File: src/rtl/ctrl_pkg.sv
`default_nettype none
// ============================================================================
//  Module      : ctrl_pkg
//  Description : Shared types, opcodes, datapath control codes and the
//                Rx-to-register-select mapping for the micro-sequencer.
//  Revision    : 1.0  initial release
// ============================================================================
package ctrl_pkg;

  // Sequencer states; the encoding doubles as the SC debug code
  typedef enum logic [2:0] {
    ST_FETCH_L = 3'd0,
    ST_FETCH_H = 3'd1,
    ST_EXEC2   = 3'd2,
    ST_EXEC3   = 3'd3,
    ST_EXEC4   = 3'd4,
    ST_HALT    = 3'd7
  } state_t;

  // Implemented opcode subset (IR[15:10])
  localparam logic [5:0] OP_BRA = 6'h00;
  localparam logic [5:0] OP_BNE = 6'h01;
  localparam logic [5:0] OP_BEQ = 6'h02;
  localparam logic [5:0] OP_LDI = 6'h03;
  localparam logic [5:0] OP_LDA = 6'h04;
  localparam logic [5:0] OP_STA = 6'h05;
  localparam logic [5:0] OP_INC = 6'h06;
  localparam logic [5:0] OP_HLT = 6'h3F;

  // Register file function selects
  localparam logic [2:0] RF_FUN_INC   = 3'b001;
  localparam logic [2:0] RF_FUN_LOAD  = 3'b010;
  localparam logic [2:0] RF_FUN_LOADL = 3'b100;  // clear, then load low byte

  // Address register file function selects and register codes
  localparam logic [1:0] ARF_FUN_INC  = 2'b01;
  localparam logic [1:0] ARF_FUN_LOAD = 2'b10;
  localparam logic [2:0] ARF_SEL_PC   = 3'b100;
  localparam logic [2:0] ARF_SEL_AR   = 3'b010;
  localparam logic [1:0] ARF_OUTD_PC  = 2'b00;
  localparam logic [1:0] ARF_OUTD_AR  = 2'b10;

  // Data register and ALU function selects
  localparam logic [1:0] DR_FUN_LOADL  = 2'b01;
  localparam logic [4:0] ALU_FUN_PASSA = 5'b10000;

  // Mux source codes
  localparam logic [1:0] MUXA_DR  = 2'b10;   // data register into RF
  localparam logic [1:0] MUXA_IMM = 2'b11;   // IR[7:0] into RF
  localparam logic [1:0] MUXB_IMM = 2'b11;   // IR[7:0] into ARF
  localparam logic [1:0] MUXC_ALU = 2'b00;   // ALU result onto memory data bus
  localparam logic [1:0] MUXC_MEM = 2'b11;   // memory byte into DR path

  // One-hot RF write select for Rx: R1 is the MSB
  function automatic logic [3:0] rx_regsel(input logic [1:0] rx);
    logic [3:0] sel;
    case (rx)
      2'b00:   sel = 4'b1000;
      2'b01:   sel = 4'b0100;
      2'b10:   sel = 4'b0010;
      default: sel = 4'b0001;
    endcase
    return sel;
  endfunction

  // RF output-A select for Rx: R1..R4 map to codes 0..3
  function automatic logic [2:0] rx_outasel(input logic [1:0] rx);
    return {1'b0, rx};
  endfunction

  // True for every opcode the sequencer implements
  function automatic logic is_defined_op(input logic [5:0] op);
    return (op == OP_BRA) || (op == OP_BNE) || (op == OP_BEQ) ||
           (op == OP_LDI) || (op == OP_LDA) || (op == OP_STA) ||
           (op == OP_INC) || (op == OP_HLT);
  endfunction

endpackage
`default_nettype wire

File: src/rtl/ctrl_output_decoder.sv
`default_nettype none
// ============================================================================
//  Module      : ctrl_output_decoder
//  Description : Combinational decode of (state, IR, Z) into every datapath
//                control output. Reset forces all outputs to idle.
//  Revision    : 1.0  initial release
// ============================================================================
module ctrl_output_decoder
  import ctrl_pkg::*;
#(
  parameter bit HALT_ON_ILLEGAL = 1'b0
) (
  input  state_t      state,
  input  logic        Reset,
  input  logic [15:0] IROut,
  input  logic        Z,
  output logic [2:0]  RF_OutASel,
  output logic [2:0]  RF_OutBSel,
  output logic [2:0]  RF_FunSel,
  output logic [3:0]  RF_RegSel,
  output logic [3:0]  RF_ScrSel,
  output logic [4:0]  ALU_FunSel,
  output logic        ALU_WF,
  output logic [1:0]  ARF_OutCSel,
  output logic [1:0]  ARF_OutDSel,
  output logic [1:0]  ARF_FunSel,
  output logic [2:0]  ARF_RegSel,
  output logic        IR_LH,
  output logic        IR_Write,
  output logic        Mem_WR,
  output logic        Mem_CS,
  output logic [1:0]  MuxASel,
  output logic [1:0]  MuxBSel,
  output logic [1:0]  MuxCSel,
  output logic        CallMode,
  output logic        MuxDSel,
  output logic        DR_E,
  output logic [1:0]  DR_FunSel,
  output logic [2:0]  SC,
  output logic        InstrDone,
  output logic        Halted
);

  logic [5:0] opcode;
  logic [1:0] rx;
  logic       take_branch;
  logic       unused_ir;

  assign opcode = IROut[15:10];
  assign rx     = IROut[9:8];
  // The address/immediate byte reaches the datapath through MuxA/MuxB directly
  assign unused_ir = ^IROut[7:0];

  // Conditional branches only gate the PC write, never the mux steering
  always_comb begin
    take_branch = 1'b0;
    case (opcode)
      OP_BRA:  take_branch = 1'b1;
      OP_BNE:  take_branch = ~Z;
      OP_BEQ:  take_branch = Z;
      default: take_branch = 1'b0;
    endcase
  end

  // Moore control outputs; everything idles first, then the state adds enables
  always_comb begin
    RF_OutASel  = 3'b000;
    RF_OutBSel  = 3'b000;
    RF_FunSel   = 3'b000;
    RF_RegSel   = 4'b0000;
    RF_ScrSel   = 4'b0000;
    ALU_FunSel  = 5'b00000;
    ALU_WF      = 1'b0;
    ARF_OutCSel = 2'b00;
    ARF_OutDSel = 2'b00;
    ARF_FunSel  = 2'b00;
    ARF_RegSel  = 3'b000;
    IR_LH       = 1'b0;
    IR_Write    = 1'b0;
    Mem_WR      = 1'b0;
    Mem_CS      = 1'b1;
    MuxASel     = 2'b00;
    MuxBSel     = 2'b00;
    MuxCSel     = 2'b00;
    CallMode    = 1'b0;
    MuxDSel     = 1'b0;
    DR_E        = 1'b0;
    DR_FunSel   = 2'b00;
    SC          = 3'b000;
    InstrDone   = 1'b0;
    Halted      = 1'b0;

    if (!Reset) begin
      SC = state;
      case (state)
        ST_FETCH_L, ST_FETCH_H: begin
          // Read the byte at PC into the selected IR half and bump PC
          ARF_OutDSel = ARF_OUTD_PC;
          Mem_CS      = 1'b0;
          IR_Write    = 1'b1;
          IR_LH       = (state == ST_FETCH_H);
          ARF_RegSel  = ARF_SEL_PC;
          ARF_FunSel  = ARF_FUN_INC;
        end

        ST_EXEC2: begin
          case (opcode)
            OP_BRA, OP_BNE, OP_BEQ: begin
              MuxBSel   = MUXB_IMM;
              InstrDone = 1'b1;
              if (take_branch) begin
                ARF_RegSel = ARF_SEL_PC;
                ARF_FunSel = ARF_FUN_LOAD;
              end
            end
            OP_LDI: begin
              MuxASel   = MUXA_IMM;
              RF_FunSel = RF_FUN_LOADL;
              RF_RegSel = rx_regsel(rx);
              InstrDone = 1'b1;
            end
            OP_INC: begin
              RF_FunSel = RF_FUN_INC;
              RF_RegSel = rx_regsel(rx);
              InstrDone = 1'b1;
            end
            OP_LDA, OP_STA: begin
              // Latch the direct address into AR for the memory cycle
              MuxBSel    = MUXB_IMM;
              ARF_RegSel = ARF_SEL_AR;
              ARF_FunSel = ARF_FUN_LOAD;
            end
            OP_HLT: begin
              InstrDone = 1'b0;
            end
            default: begin
              InstrDone = ~HALT_ON_ILLEGAL;
            end
          endcase
        end

        ST_EXEC3: begin
          if (opcode == OP_LDA) begin
            ARF_OutDSel = ARF_OUTD_AR;
            Mem_CS      = 1'b0;
            MuxCSel     = MUXC_MEM;
            DR_E        = 1'b1;
            DR_FunSel   = DR_FUN_LOADL;
          end else if (opcode == OP_STA) begin
            RF_OutASel  = rx_outasel(rx);
            ALU_FunSel  = ALU_FUN_PASSA;
            MuxCSel     = MUXC_ALU;
            ARF_OutDSel = ARF_OUTD_AR;
            Mem_CS      = 1'b0;
            Mem_WR      = 1'b1;
            InstrDone   = 1'b1;
          end
        end

        ST_EXEC4: begin
          // Only LDA reaches here: move DR into Rx
          MuxASel   = MUXA_DR;
          RF_FunSel = RF_FUN_LOAD;
          RF_RegSel = rx_regsel(rx);
          InstrDone = 1'b1;
        end

        ST_HALT: begin
          Halted = 1'b1;
        end

        default: begin
          SC = state;
        end
      endcase
    end
  end

endmodule
`default_nettype wire

File: src/rtl/control_unit_sequencer.sv
`default_nettype none
// ============================================================================
//  Module      : control_unit_sequencer
//  Description : Hardwired micro-sequencer: two-byte fetch into IR, decode and
//                multi-cycle execute of an 8-opcode subset. Holds the state
//                register and next-state logic; outputs come from the decoder.
//  Revision    : 1.0  initial release
// ============================================================================
module control_unit_sequencer
  import ctrl_pkg::*;
#(
  parameter bit HALT_ON_ILLEGAL = 1'b0
) (
  input  logic        Clock,
  input  logic        Reset,
  input  logic [15:0] IROut,
  input  logic        Z,
  output logic [2:0]  RF_OutASel,
  output logic [2:0]  RF_OutBSel,
  output logic [2:0]  RF_FunSel,
  output logic [3:0]  RF_RegSel,
  output logic [3:0]  RF_ScrSel,
  output logic [4:0]  ALU_FunSel,
  output logic        ALU_WF,
  output logic [1:0]  ARF_OutCSel,
  output logic [1:0]  ARF_OutDSel,
  output logic [1:0]  ARF_FunSel,
  output logic [2:0]  ARF_RegSel,
  output logic        IR_LH,
  output logic        IR_Write,
  output logic        Mem_WR,
  output logic        Mem_CS,
  output logic [1:0]  MuxASel,
  output logic [1:0]  MuxBSel,
  output logic [1:0]  MuxCSel,
  output logic        CallMode,
  output logic        MuxDSel,
  output logic        DR_E,
  output logic [1:0]  DR_FunSel,
  output logic [2:0]  SC,
  output logic        InstrDone,
  output logic        Halted
);

  state_t     r_state;
  logic [5:0] opcode;
  logic       unused_ir;

  assign opcode    = IROut[15:10];
  assign unused_ir = ^IROut[9:0];

  // State register with next-state selection; HALT is left only through Reset
  always_ff @(posedge Clock) begin
    if (Reset) begin
      r_state <= ST_FETCH_L;
    end else begin
      case (r_state)
        ST_FETCH_L: r_state <= ST_FETCH_H;
        ST_FETCH_H: r_state <= ST_EXEC2;
        ST_EXEC2: begin
          if ((opcode == OP_LDA) || (opcode == OP_STA)) begin
            r_state <= ST_EXEC3;
          end else if (opcode == OP_HLT) begin
            r_state <= ST_HALT;
          end else if (HALT_ON_ILLEGAL && !is_defined_op(opcode)) begin
            r_state <= ST_HALT;
          end else begin
            r_state <= ST_FETCH_L;
          end
        end
        ST_EXEC3:   r_state <= (opcode == OP_LDA) ? ST_EXEC4 : ST_FETCH_L;
        ST_EXEC4:   r_state <= ST_FETCH_L;
        ST_HALT:    r_state <= ST_HALT;
        default:    r_state <= ST_FETCH_L;
      endcase
    end
  end

  ctrl_output_decoder #(
    .HALT_ON_ILLEGAL (HALT_ON_ILLEGAL)
  ) u_decoder (
    .state       (r_state),
    .Reset       (Reset),
    .IROut       (IROut),
    .Z           (Z),
    .RF_OutASel  (RF_OutASel),
    .RF_OutBSel  (RF_OutBSel),
    .RF_FunSel   (RF_FunSel),
    .RF_RegSel   (RF_RegSel),
    .RF_ScrSel   (RF_ScrSel),
    .ALU_FunSel  (ALU_FunSel),
    .ALU_WF      (ALU_WF),
    .ARF_OutCSel (ARF_OutCSel),
    .ARF_OutDSel (ARF_OutDSel),
    .ARF_FunSel  (ARF_FunSel),
    .ARF_RegSel  (ARF_RegSel),
    .IR_LH       (IR_LH),
    .IR_Write    (IR_Write),
    .Mem_WR      (Mem_WR),
    .Mem_CS      (Mem_CS),
    .MuxASel     (MuxASel),
    .MuxBSel     (MuxBSel),
    .MuxCSel     (MuxCSel),
    .CallMode    (CallMode),
    .MuxDSel     (MuxDSel),
    .DR_E        (DR_E),
    .DR_FunSel   (DR_FunSel),
    .SC          (SC),
    .InstrDone   (InstrDone),
    .Halted      (Halted)
  );

endmodule
`default_nettype wire

File: config.mk
export PLATFORM = sky130hd
export DESIGN_NAME = control_unit_sequencer
export DESIGN_NICKNAME = d
export VERILOG_FILES = /design/src/rtl/ctrl_pkg.sv /design/src/rtl/ctrl_output_decoder.sv /design/src/rtl/control_unit_sequencer.sv
export SDC_FILE = /design/constraint.sdc
export NUM_CORES = 1
export LEC_CHECK = 0
export ABC_AREA = 1
export BUFFER_PORTS_ARGS = -buffer_cell sky130_fd_sc_hd__buf_2
export CORE_UTILIZATION = 35
export DETAILED_ROUTE_END_ITERATION = 7
export GPL_ROUTABILITY_DRIVEN = 0
export PLACE_DENSITY = 0.78
export SYNTH_ARGS = -nofsm -noshare
export SYNTH_HDL_FRONTEND = slang
export SYNTH_SLANG_ARGS = --single-unit
File: constraint.sdc
create_clock -name Clock -period 2.53 [get_ports Clock]
set_input_delay 0.759 -clock Clock [delete_from_list [all_inputs] [get_ports Clock]]
set_output_delay 0.759 -clock Clock [all_outputs]
set_load 0.02 [all_outputs]
== Yosys cells after proc, flatten, opt, wreduce, memory -nomap -nowiden ==
Index checks and enable logic that the tools add are counted.

* Flip-flop bits (word level): 3
* Output and inout bits: 52

* Equal/unequal tests: 14
* Muxes and demuxes: 65
* Bitwise gates (word level): 1
* Reduce and logical (&&, ||, !) cells: 10

{| class="wikitable"
|+ Operators by type and width
! kind !! count
|-
| 2-bit 2-to-1 mux || 17
|-
| 3-bit 2-to-1 mux || 10
|-
| 3-bit one-hot mux with 2 select lines || 4
|-
| 5-bit 2-to-1 mux || 4
|-
| 1-bit 2-to-1 mux || 19
|-
| 6-bit by 3-bit == test with 1-bit output (second input constant) || 3
|-
| 3-bit one-hot mux with 5 select lines || 1
|-
| 6-bit by 2-bit == test with 1-bit output (second input constant) || 2
|-
| 2-bit one-hot mux with 2 select lines || 3
|-
| 4-bit one-hot mux with 3 select lines || 1
|-
| 4-bit 2-to-1 mux || 2
|-
| 4-bit one-hot mux with 2 select lines || 1
|-
| 3-bit by 2-bit == test with 1-bit output (second input constant) || 2
|-
| 3-bit == test (second input constant) || 2
|-
| 6-bit by 1-bit == test with 1-bit output (second input constant) || 1
|-
| 6-bit == test (second input constant) || 1
|-
| 6-bit logical NOT || 1
|-
| 1-bit one-hot mux with 3 select lines || 2
|-
| 2-bit OR reduction || 3
|-
| 3-bit OR reduction || 2
|-
| 5-bit OR reduction || 1
|-
| 3-bit by 1-bit == test with 1-bit output (second input constant) || 1
|-
| 3-bit logical NOT || 1
|-
| 2-bit by 1-bit == test with 1-bit output (second input constant) || 1
|-
| 5 further kinds || 5
|}

== Depth between registers and ports, before layout ==
* Word-level depth: 6
* Mapped depth: 8
* Depth with buffers taken out: 8

== Modules after synthesis ==
A second synthesis with hierarchy kept.

* Cells, all modules: 137
* Area total of the unflattened synthesis: 762.0 sq um

{| class="wikitable"
|+ By module, submodules not included
! module !! instances !! cells an instance !! area an instance (sq um) !! seq. area each (sq um)
|-
| ctrl_output_decoder || 1 || 104 || 556.8 || 0.0
|-
| control_unit_sequencer || 1 || 33 || 205.2 || 60.1
|}

== Worst setup path after synthesis ==
OpenSTA, ideal clock, no wires.

* Path kind: in2out
* Start: in IROut[15]
* End: out DR_FunSel[0]
* Data arrival time: 1.898 ns
* Slack: -0.127 ns
* Cell stages on the path: 6
* Buffers on the path: 1
* Path through: nor2_2 -> nand3_4 -> nor2_4 -> nand2_1 -> nor2_1 -> buf_4

* Word-level cells in the longest chain between the ends: 4

{| class="wikitable"
|+ Ends and longest elaborated chain
! item !! line !! text
|-
| from (decl) || control_unit_sequencer.sv:16 || <nowiki>input logic [15:0] IROut,</nowiki>
|-
| 6-bit by 3-bit == test with 1-bit output || ctrl_output_decoder.sv:143 || <nowiki>if (opcode == OP_LDA) begin</nowiki>
|-
| 1-bit 2-to-1 mux || ctrl_output_decoder.sv:143 ||
|-
| 2-bit 2-to-1 mux || ctrl_output_decoder.sv:95 || <nowiki>case (state)</nowiki>
|-
| 2-bit 2-to-1 mux || ctrl_output_decoder.sv:93 || <nowiki>if (!Reset) begin</nowiki>
|-
| to (decl) || control_unit_sequencer.sv:39 || <nowiki>output logic [1:0] DR_FunSel,</nowiki>
|}

Every way passes these cells.

== Worst setup path in the final report ==
* Start: in IROut[14]
* End: out RF_RegSel[1]

* Word-level cells in the longest chain between the ends: 5
* Elaborated cells on any way between the ends: 6
* Those cells by class: 2 x eq/ne; 3 x mux; 1 x reduce/logical

{| class="wikitable"
|+ Ends and longest elaborated chain
! item !! line !! text
|-
| 6-bit by 2-bit == test with 1-bit output / 6-bit by 3-bit == test with 1-bit output (equally long branches) || ctrl_output_decoder.sv:107 || <nowiki>case (opcode)</nowiki>
|-
| 2-bit OR reduction (no line) * || n/a ||
|-
| 4-bit 2-to-1 mux * || n/a ||
|-
| 4-bit one-hot mux with 2 select lines * || ctrl_output_decoder.sv:95 ||
|-
| 4-bit 2-to-1 mux * || ctrl_output_decoder.sv:93 ||
|-
| to (decl) || control_unit_sequencer.sv:21 || <nowiki>output logic [3:0] RF_RegSel,</nowiki>
|}

Mark *: on every way between the ends. The rest lies on a longest branch, timed or not.

==> summary.txt <==
Run status
  – Status: finished clean

Synth
  – Synth cell types: 21
  – Sequential-to-total area share from yosys stat: a little over 8%
  – Post-Syn Area: 733 sq um
  – Post-Synth Simple-Gate Area: 48.3%
  – Largest family of logic cells by synthesized area: simple AND/OR/NAND/NOR gates
  – Yosys warning count: 0
  – Synth Area in Compound Gates: 5.46%
  – Synth Instances: 128
  – Register bit count reported by yosys: 3
  – Xor-xnor portion of the synthesized cell area: 0%
  – Synth Area in Adders: 0%
  – Multiplexer area fraction after synthesis: 0%
  – Syn Area/Cell: 5.73 sq um

Clock network
  – Sink Count: 3
  – H-tree lvl count: 1
  – Post-CTS Setup Bufs: 0
  – Reg clk slew, reported paths: 0.04 ns
  – Skew-Pair Late Insertion Delay: 0.23 ns
  – TritonCTS buffer count: 3
  – Clk buf depth: 2
  – Root buf cell: clkbuf_4
  – CTS tree: done

Critical path
  – CP arrival: 1.68 ns
  – Crit. End Element: output pin
  – Worst setup SP type: input pin
  – CP Max Fanout: 5
  – Critical Path RT: 1.77 ns
  – Setup Crit Path Kind: input pin to output pin

Layout
  – Largest regs: r_state (3)
  – Reg with most FFs: r_state
  – Most frequent cells in the layout: buf_2 (39), nor2_1 (22), conb_1 (20)
  – Fin nets: 189
  – Max reg flops: 3
  – Antenna Cells: 0
  – Post-layout instance area: 930 sq um
  – Commonest non-fill, non-tap cell in the layout: buf_2
  – Layout area overhead: 26.8%
  – Share of cells above drive strength 1: 40.8%

Floorplanning
  – Cell Rows: 16
  – I/O pins: a little over 70
  – Total core area: 1960 sq um
  – Die H: 47.8 microns
  – Die W: about 48 microns
  – Die area: 2280 sq um
  – Initial Utilization: 37.4%

STA
  – Max Clk Rate: roughly 400 MHz
  – Crit share post-route: 96.3%
  – Fin. Hold Viols: 0
  – Worst Skew: approximately 0.0027 ns
  – Final Critical Period: ~2.4 ns
  – Max Transition Viols Final: 0
  – Setup violators final: 0
  – Setup TNS: 0 ns
  – RSZ-0062 raised after global routing: true

Drt
  – Vias/cell: 4.27
  – DRC viols: 0
  – Post-DRT Antenna Nets: 0
  – Final wirelength: 1580 microns
  – Initial DRC count: 7
  – First-pass iteration count of the detailed router: 2
  – Via count: 837
  – WL/cell: a little over 8 microns

Global route
  – Grt total ovfl: 0
  – Total track usage: 13.8%
  – Largest net degree at the start of global routing: 10
  – First-pass GRT wire length: ~2300 microns
  – Vias in the first global route: 600
  – Initial antenna violation count: 0

Pwr
  – Pwr Density: approximately 270 nW/um^2
  – Worst vdd ir: between 0.15 and 0.2 mV
  – Switching pwr: 111 uW
  – Clock network fraction of total power: 33.8%
  – Seq pwr share: 21.9%
  – Switch share: 44.6%
  – LEAKAGE: around 0.58 nW
  – Pwr Total: between 200 and 250 uW
  – Internal Pwr Total: 137 uW
  – Logic pwr share: 44.2%

Run
  – Max Cap Violations: 0

Worst hold path
  – HP Class: flip-flop to flip-flop

Placed design
  – Post-DP Area: 877 sq um
  – I/O Buffers: 42
  – DPL Wire Length: 1310 microns
[stage by stage]
step	hold WS, ns	instances	worst slack, ns	util [%]
after floorplan	0.638	147	0.00636	-
after global placement	0.686	192	0.0136	44.7
after detailed placement	0.684	192	-0.00454	44.7
after CTS	0.693	196	0.0504	46.3
after global routing	0.744	196	-0.0221	47.4
final	0.683	196	0.0937	47.4
[critical path, cell delays in order]
cell	delay, ns
buf_2	0.12
nor2_4	0.18
nand3_1	0.14
nand2_2	0.10
nand3_1	0.07
a21oi_1	0.13
buf_2	0.17
[routing by layer]
layer  vias to the layer above  part of all wire [%]  global-route usage [%]
met5                         -                     0                       0
met3                         0                   7.1                    4.15
met1                       369                    41                    14.5
met4                         0                     0                    3.89
li1                        432                     -                       -
met2                        36                    52                    26.2
[area by class of cell]
type | count | area [sq um]
well taps | 27 | 33.8
fillers | 228 | 1030
repair buffers | 45 | 240
multi-input cells | 97 | 490
clock buffers | 4 | 26.3
flip-flops and latches | 3 | 60.1
inverters | 20 | 78.8
[power groups by stage]
stage,combinational [mW],clock (mW),sequential [mW]
finish,0.110,0.0839,0.0543
global route,0.123,0.0893,0.0547
CTS,0.108,0.0872,0.0543
detailed placement,0.106,0,0.0551
global placement,0.106,0,0.0549
floorplan,0.102,0,0.0544
[synth_stat cells]
cell type	n	area, sq um
buf_2	1	5.00
nand2_2	4	25.0
nor2_2	3	18.8
a21oi_1	6	30.0
nor3_4	1	16.3
clkinv_1	1	3.75
nand4_1	2	12.5
nand2_1	17	63.8
dfxtp_1	3	60.1
nand3_1	13	65.1
nand3_4	1	17.5
and2_1	1	6.26
inv_1	14	52.6
nor2_1	23	86.3
nor2_4	2	22.5
o21ai_0	1	5.00
buf_4	26	195
inv_2	5	18.8
o21ai_1	1	5.00
conb_1	1	3.75
nand3_2	2	20.0
[timing repair]
item / CTS / global route
hold buffers: 0 / 0
resized for setup: 1 / 6
setup endpoints to repair: 1 / 10
pin swaps: 0 / 1
[final timing paths]
path,from,to,slack [ns],cells past startpoint
hold reg to reg,r_state[0],r_state[1],0.68,4
hold / removal,r_state[0],r_state[1],0.68,4
setup reg to reg,r_state[1],r_state[2],1.41,6
setup / recovery,IROut[14],RF_RegSel[1],0.09,7
[cells by family after synthesis]
| kind of cell | after synthesis |
|---|---|
| AO/OA/AOI/OAI | 8 |
| buffers and inverters | 47 |
| flip-flops | 3 |
| other | 1 |
| AND/OR/NAND/NOR | 69 |
Note: power is estimated with default switching activity, not from simulation.
